--- config.mk ---
export PLATFORM = sky130hd
export DESIGN_NAME = schem_driver
export DESIGN_NICKNAME = d
export VERILOG_FILES = /design/src/rtl/schem_pkg.sv /design/src/rtl/schem_aoi_ref.sv /design/src/rtl/schem_driver.sv
export SDC_FILE = /design/constraint.sdc
export NUM_CORES = 1
export LEC_CHECK = 0
export ABC_AREA = 1
export BUFFER_PORTS_ARGS = -buffer_cell sky130_fd_sc_hd__buf_2
export CAP_MARGIN = 20
export CORE_MARGIN = 2
export CORE_UTILIZATION = 40
export CTS_CLUSTER_SIZE = 40
export DETAILED_ROUTE_END_ITERATION = 10
export GPL_TIMING_DRIVEN = 0
export PLACE_DENSITY_LB_ADDON = 0.25
export SLEW_MARGIN = 15
export SYNTH_ARGS = -nofsm -noshare
export SYNTH_HDL_FRONTEND = slang
export SYNTH_SLANG_ARGS = --single-unit
export TNS_END_PERCENT = 30
--- constraint.sdc ---
create_clock -name clk -period 2.1 [get_ports clk]
set_clock_uncertainty 0.2 [all_clocks]
set_input_delay 0.42 -clock clk [delete_from_list [all_inputs] [get_ports clk]]
set_output_delay 0.42 -clock clk [all_outputs]
set_load 0.01 [all_outputs]
--- src/rtl/schem_pkg.sv ---
// Shared definitions for the AOI schematic sweep driver.
//   state_t    : sweep FSM state encoding
//   VEC_W      : stimulus vector width (4-input AOI)
//   ERR_W      : mismatch counter width (holds 0..16)
//   aoi_expect : golden response of the AOI schematic for a vector
package schem_pkg;

  localparam int unsigned VEC_W = 4;
  localparam int unsigned ERR_W = 5;

  typedef enum logic [1:0] {
    S_IDLE   = 2'd0,
    S_SETTLE = 2'd1,
    S_SAMPLE = 2'd2,
    S_DONE   = 2'd3
  } state_t;

  function automatic logic aoi_expect(input logic [VEC_W-1:0] v);
    return ~((v[0] & v[1]) | (v[2] & v[3]));
  endfunction

endpackage

--- src/rtl/schem_aoi_ref.sv ---
// Combinational expected-value model of the 4-input AOI schematic.
//   vec     : stimulus vector currently applied to the schematic
//   exp_out : response the schematic should produce for vec
module schem_aoi_ref
  import schem_pkg::*;
(
  input  logic [VEC_W-1:0] vec,
  output logic             exp_out
);

  assign exp_out = aoi_expect(vec);

endmodule

--- src/rtl/schem_driver.sv ---
// Exhaustive stimulus driver / checker for a 4-input AOI schematic.
// Each of the 16 vectors is applied, held for SETTLE cycles, then the
// schematic response is compared against the golden model for one cycle.
//   clk        : clock, all state on rising edge
//   rst        : asynchronous active-high reset
//   start      : request a full sweep (honoured only in IDLE or DONE)
//   drv_in     : stimulus vector driven into the schematic
//   dut_out    : schematic response bit
//   busy       : sweep in progress
//   done       : sweep finished, results stable
//   pass       : valid with done, no mismatches in the sweep
//   err_count  : mismatch count of the current or last sweep (0..16)
//   fail_valid : at least one mismatch recorded in the current or last sweep
//   fail_vec   : first mismatching vector (meaningful with fail_valid)
module schem_driver
  import schem_pkg::*;
#(
  parameter int unsigned SETTLE = 2
) (
  input  logic             clk,
  input  logic             rst,
  input  logic             start,
  output logic [VEC_W-1:0] drv_in,
  input  logic             dut_out,
  output logic             busy,
  output logic             done,
  output logic             pass,
  output logic [ERR_W-1:0] err_count,
  output logic             fail_valid,
  output logic [VEC_W-1:0] fail_vec
);

  localparam logic [7:0] SETTLE_LAST = 8'(SETTLE - 1);

  state_t           state;
  logic [7:0]       cnt;
  logic             exp_bit;
  logic             mismatch;
  logic [ERR_W-1:0] err_next;

  schem_aoi_ref u_ref (
    .vec     (drv_in),
    .exp_out (exp_bit)
  );

  assign mismatch = (dut_out != exp_bit);
  // Count including the compare happening this cycle, so pass on entry to
  // DONE already accounts for vector 15.
  assign err_next = err_count + ERR_W'(mismatch);

  always_ff @(posedge clk or posedge rst) begin
    if (rst) begin
      state      <= S_IDLE;
      drv_in     <= '0;
      cnt        <= '0;
      busy       <= 1'b0;
      done       <= 1'b0;
      pass       <= 1'b0;
      err_count  <= '0;
      fail_valid <= 1'b0;
      fail_vec   <= '0;
    end else begin
      case (state)
        S_IDLE, S_DONE: begin
          if (start) begin
            state      <= S_SETTLE;
            drv_in     <= '0;
            cnt        <= '0;
            err_count  <= '0;
            fail_valid <= 1'b0;
            busy       <= 1'b1;
            done       <= 1'b0;
            pass       <= 1'b0;
          end
        end
        S_SETTLE: begin
          if (cnt == SETTLE_LAST) state <= S_SAMPLE;
          else                    cnt   <= cnt + 8'd1;
        end
        S_SAMPLE: begin
          if (mismatch) begin
            err_count <= err_next;
            if (!fail_valid) begin
              fail_valid <= 1'b1;
              fail_vec   <= drv_in;
            end
          end
          if (drv_in == '1) begin
            state <= S_DONE;
            busy  <= 1'b0;
            done  <= 1'b1;
            pass  <= (err_next == '0);
          end else begin
            state  <= S_SETTLE;
            drv_in <= drv_in + 4'd1;
            cnt    <= '0;
          end
        end
        default: state <= S_IDLE;
      endcase
    end
  end

endmodule

==> impl_summary.log <==
[metrics] outcome: completed
[metrics] die outline area: about 4300 sq um
[metrics] area of placed instances: 1690 sq um
[metrics] Diodes inserted: 0
[metrics] fill cell instance count of the final layout: 373
[metrics] combinational family with the most area after synthesis: simple AND/OR/NAND/NOR gates
[metrics] Seq cells post-synth: 27
[metrics] clock tree from TritonCTS: done
[metrics] number of placement rows: 22
[metrics] DR iter-0 viols: 78
[metrics] Peak VDD IR: between 0.6 and 0.7 mV
[metrics] clock slew seen by the registers of the worst setup and hold paths: about 100 ps
[metrics] basic-gate share of the synthesized area counting and, or, nand and nor cells: 0.304
[metrics] share of final-layout standard cells stronger than drive strength 1: 0.211
[metrics] post-detailed-route DRC marker count: 0
[metrics] maximum number of pins on one net before global-route repair: 28
[metrics] IO Count: 21
[metrics] clock latency on the worst-skew pair: about 270 ps
[metrics] number of antenna violations at the first check in global routing: 0
[metrics] number of global-route vias before repair: about 1,200
[metrics] slew at the pin closest to its max-slew limit: 511 ps
[metrics] hold crit path type: register to register
[metrics] post-synthesis net count: between 200 and 250
[metrics] total of endpoints with negative setup slack in the final report: 0
[metrics] Max Fclk: 500 MHz
[metrics] growth of design area from synthesis to finish: 21.0%
[metrics] adder and majority cell fraction of the synthesized area: 0.0653
[metrics] post-route ant nets: 0
[metrics] Static Leakage: around 0.93 nW
[metrics] endpoint required time on the critical path: approximately 2100 ps
[metrics] final count of hold timing violations: 0
[metrics] hold path cells: 2
[metrics] clock tree root buffer cell: clkbuf_8
[metrics] reg-to-reg startpoint: drv_in[0]
[metrics] commonest non-fill, non-tap cells in the layout: nand2_1 (64), dfrtp_1 (27), buf_2 (22)
[metrics] Post-Synth XOR/XNOR Area: 0.0343
[metrics] normalized max-slew margin: 0.657
[metrics] last weighted congestion value of the routability-driven placer: around 0.78
[metrics] Worst Hold End: done
[metrics] share of synthesized area spent on multiplexers: 0
[metrics] cell count after synthesis: 197
[metrics] level count of the clock H-tree: 1
[metrics] Final TNS setup: 0 ps
[metrics] global-route usage over all layers: 0.156
[metrics] register-to-register path setup slack: around 100 ps
[metrics] crit share post-route: 0.952
[metrics] Routed Wire Length: 3.11 mm
[metrics] Maximum Capacitance Violations: 0
[metrics] CP max FO: 4
[metrics] Final Max Tran Viols: 0
[metrics] overall via count from detail_route: roughly 1,300
[metrics] nets@finish: 241
[metrics] capture point of the worst reg-to-reg path: pass
[metrics] CTS Buffer Depth: 2
[metrics] DR pass1 iterations: 4
[metrics] synthesis warning total: 0
[metrics] DP HPWL: between 2 and 2.5 mm
[metrics] fraction of the yosys area taken by sequential cells: 0.441
[metrics] number of clock sinks: 27
[metrics] WP data arrival: ~2000 ps
[metrics] launching element type of the critical path: register
[metrics] port bufs: 20
[metrics] first-pass GRT wire length: slightly above 5 mm
[metrics] wire per inst: approximately 11 microns
[metrics] post-DR vias/cell: 4.70
[metrics] power per cell area: around 1000 nW/um^2
[metrics] Worst Reg2Reg Path Length in Cells: 11
[metrics] area of the core region: ~3700 sq um
[metrics] area of all placed cells without fillers: 1850 sq um
[metrics] sort of element at the end of the critical path: register
[metrics] Yosys cell types: 21
[metrics] Worst Path Class, Setup: register to register
[metrics] Post-Synthesis Mean Instance Area: 7.78 sq um
[metrics] Overflow after GRT: 0
[metrics] Post-Syn Area: approximately 1500 sq um
[metrics] number of buffers added by the clock tree synthesis step: 3
[metrics] compound-cell area share of the yosys netlist: 0.0784
[metrics] die outline width: between 60 and 70 microns
[metrics] die height: about 66 microns
[metrics] final critical-path required period: around 2000 ps
[metrics] Worst Min Path Start: done
[metrics] effective utilization at floorplan: 0.419
[metrics] most common library cell in the layout ignoring fill and taps: nand2_1
[power by group]
group	internal (mW)	total (mW)	switching (mW)
Sequential	0.625	0.711	0.0861
Combinational	0.314	0.855	0.541
Clock	0.133	0.303	0.170
Total	1.07	1.87	0.797
[synth_stat cells]
master / instances / share of area
xor2_1: 3 / 0.017
buf_2: 2 / 0.0065
ha_1: 8 / 0.065
nand2_4: 1 / 0.0073
o21ai_0: 16 / 0.052
nand3_2: 1 / 0.0065
dfrtp_1: 27 / 0.44
o21ai_1: 6 / 0.020
nand3b_1: 2 / 0.0098
nor2_1: 13 / 0.032
or2_2: 1 / 0.0041
buf_6: 2 / 0.015
nand2_1: 64 / 0.16
nand4_1: 4 / 0.016
inv_2: 3 / 0.0073
nand3_1: 17 / 0.056
nand2_2: 1 / 0.0041
xnor2_1: 3 / 0.017
inv_1: 20 / 0.049
nand3_4: 1 / 0.011
a21oi_1: 2 / 0.0065
[cells by family (layout without fill, tap and decap cells)]
logic type,Yosys count,in the layout
xor+xnor,6,6
compound gates,24,24
fa+ha+maj,8,8
simple gates,105,105
flops,27,27
buf+inv,27,58
[worst max-delay path by stage]
| stage | start | slack, ps | endpoint | depth (start not counted) |
|---|---|---|---|---|
| 6_report | drv_in[0] | 100 | pass | 11 |
| 5_1_grt | drv_in[0] | -4 | pass | 11 |
| 4_1_cts | drv_in[1] | 30 | pass | 12 |
| 3_5_place_dp | drv_in[0] | -40 | pass | 12 |
| 3_3_place_gp | drv_in[0] | -30 | pass | 12 |
| 2_1_floorplan | drv_in[0] | 60 | pass | 11 |
[layout make-up]
type                    count  area, sq um  share of cell area
multi-input cells         143          778               0.420
flip-flops and latches     27          676               0.364
repair buffers             27          175              0.0945
inverters                  23         86.3              0.0466
well taps                  48         60.1              0.0324
clock buffers               3         41.3              0.0223
plain buffers               4         32.5              0.0175
clock inverters             1         5.00             0.00270
[metal layers]
| layer | vias up | track usage | share of wire |
|---|---|---|---|
| li1 | 685 | - | - |
| met1 | 590 | 0.187 | 0.48 |
| met2 | 21 | 0.280 | 0.48 |
| met3 | 2 | 0.0307 | 0.033 |
| met4 | 0 | 0.0469 | 0.0080 |
| met5 | - | 0 | 0 |
[repair_timing]
item	CTS	global route
buffers inserted	1	4
hold buffers	0	1
resized for setup	2	6
setup endpoints to repair	2	9
cloned	0	0
pin swaps	1	3
endpoints found under the hold margin	0	11
[flip-flops by register name (all words and copies together) (netlist names), 2 cells and up]
name / count
cnt: 8
drv_in: 4
err_count: 5
fail_vec: 4
state: 2
[through the flow]
stage | instances | setup WS (ps) | utilization | power (mW) | hold WS [ps]
after floorplan | 197 | 59.3 | - | 1.31 | 267
after global placement | 265 | -28.0 | 0.462 | 1.52 | 267
after detailed placement | 265 | -41.7 | 0.462 | 1.53 | 272
after CTS | 270 | 27.5 | 0.480 | 1.85 | 221
after global routing | 276 | -4.13 | 0.506 | 2.06 | 322
final | 276 | 101 | 0.506 | 1.87 | 287
[critical path, cell delays in order, from the launching register on]
cell	delay (ps)
dfrtp_1	410
ha_2	220
inv_1	90
nand3b_1	120
nand2_2	120
ha_4	150
ha_4	140
nand3_1	90
xnor2_1	210
nor2_1	60
nand2_1	60
nand2_1	40
Power figures use the tool's default switching activity.
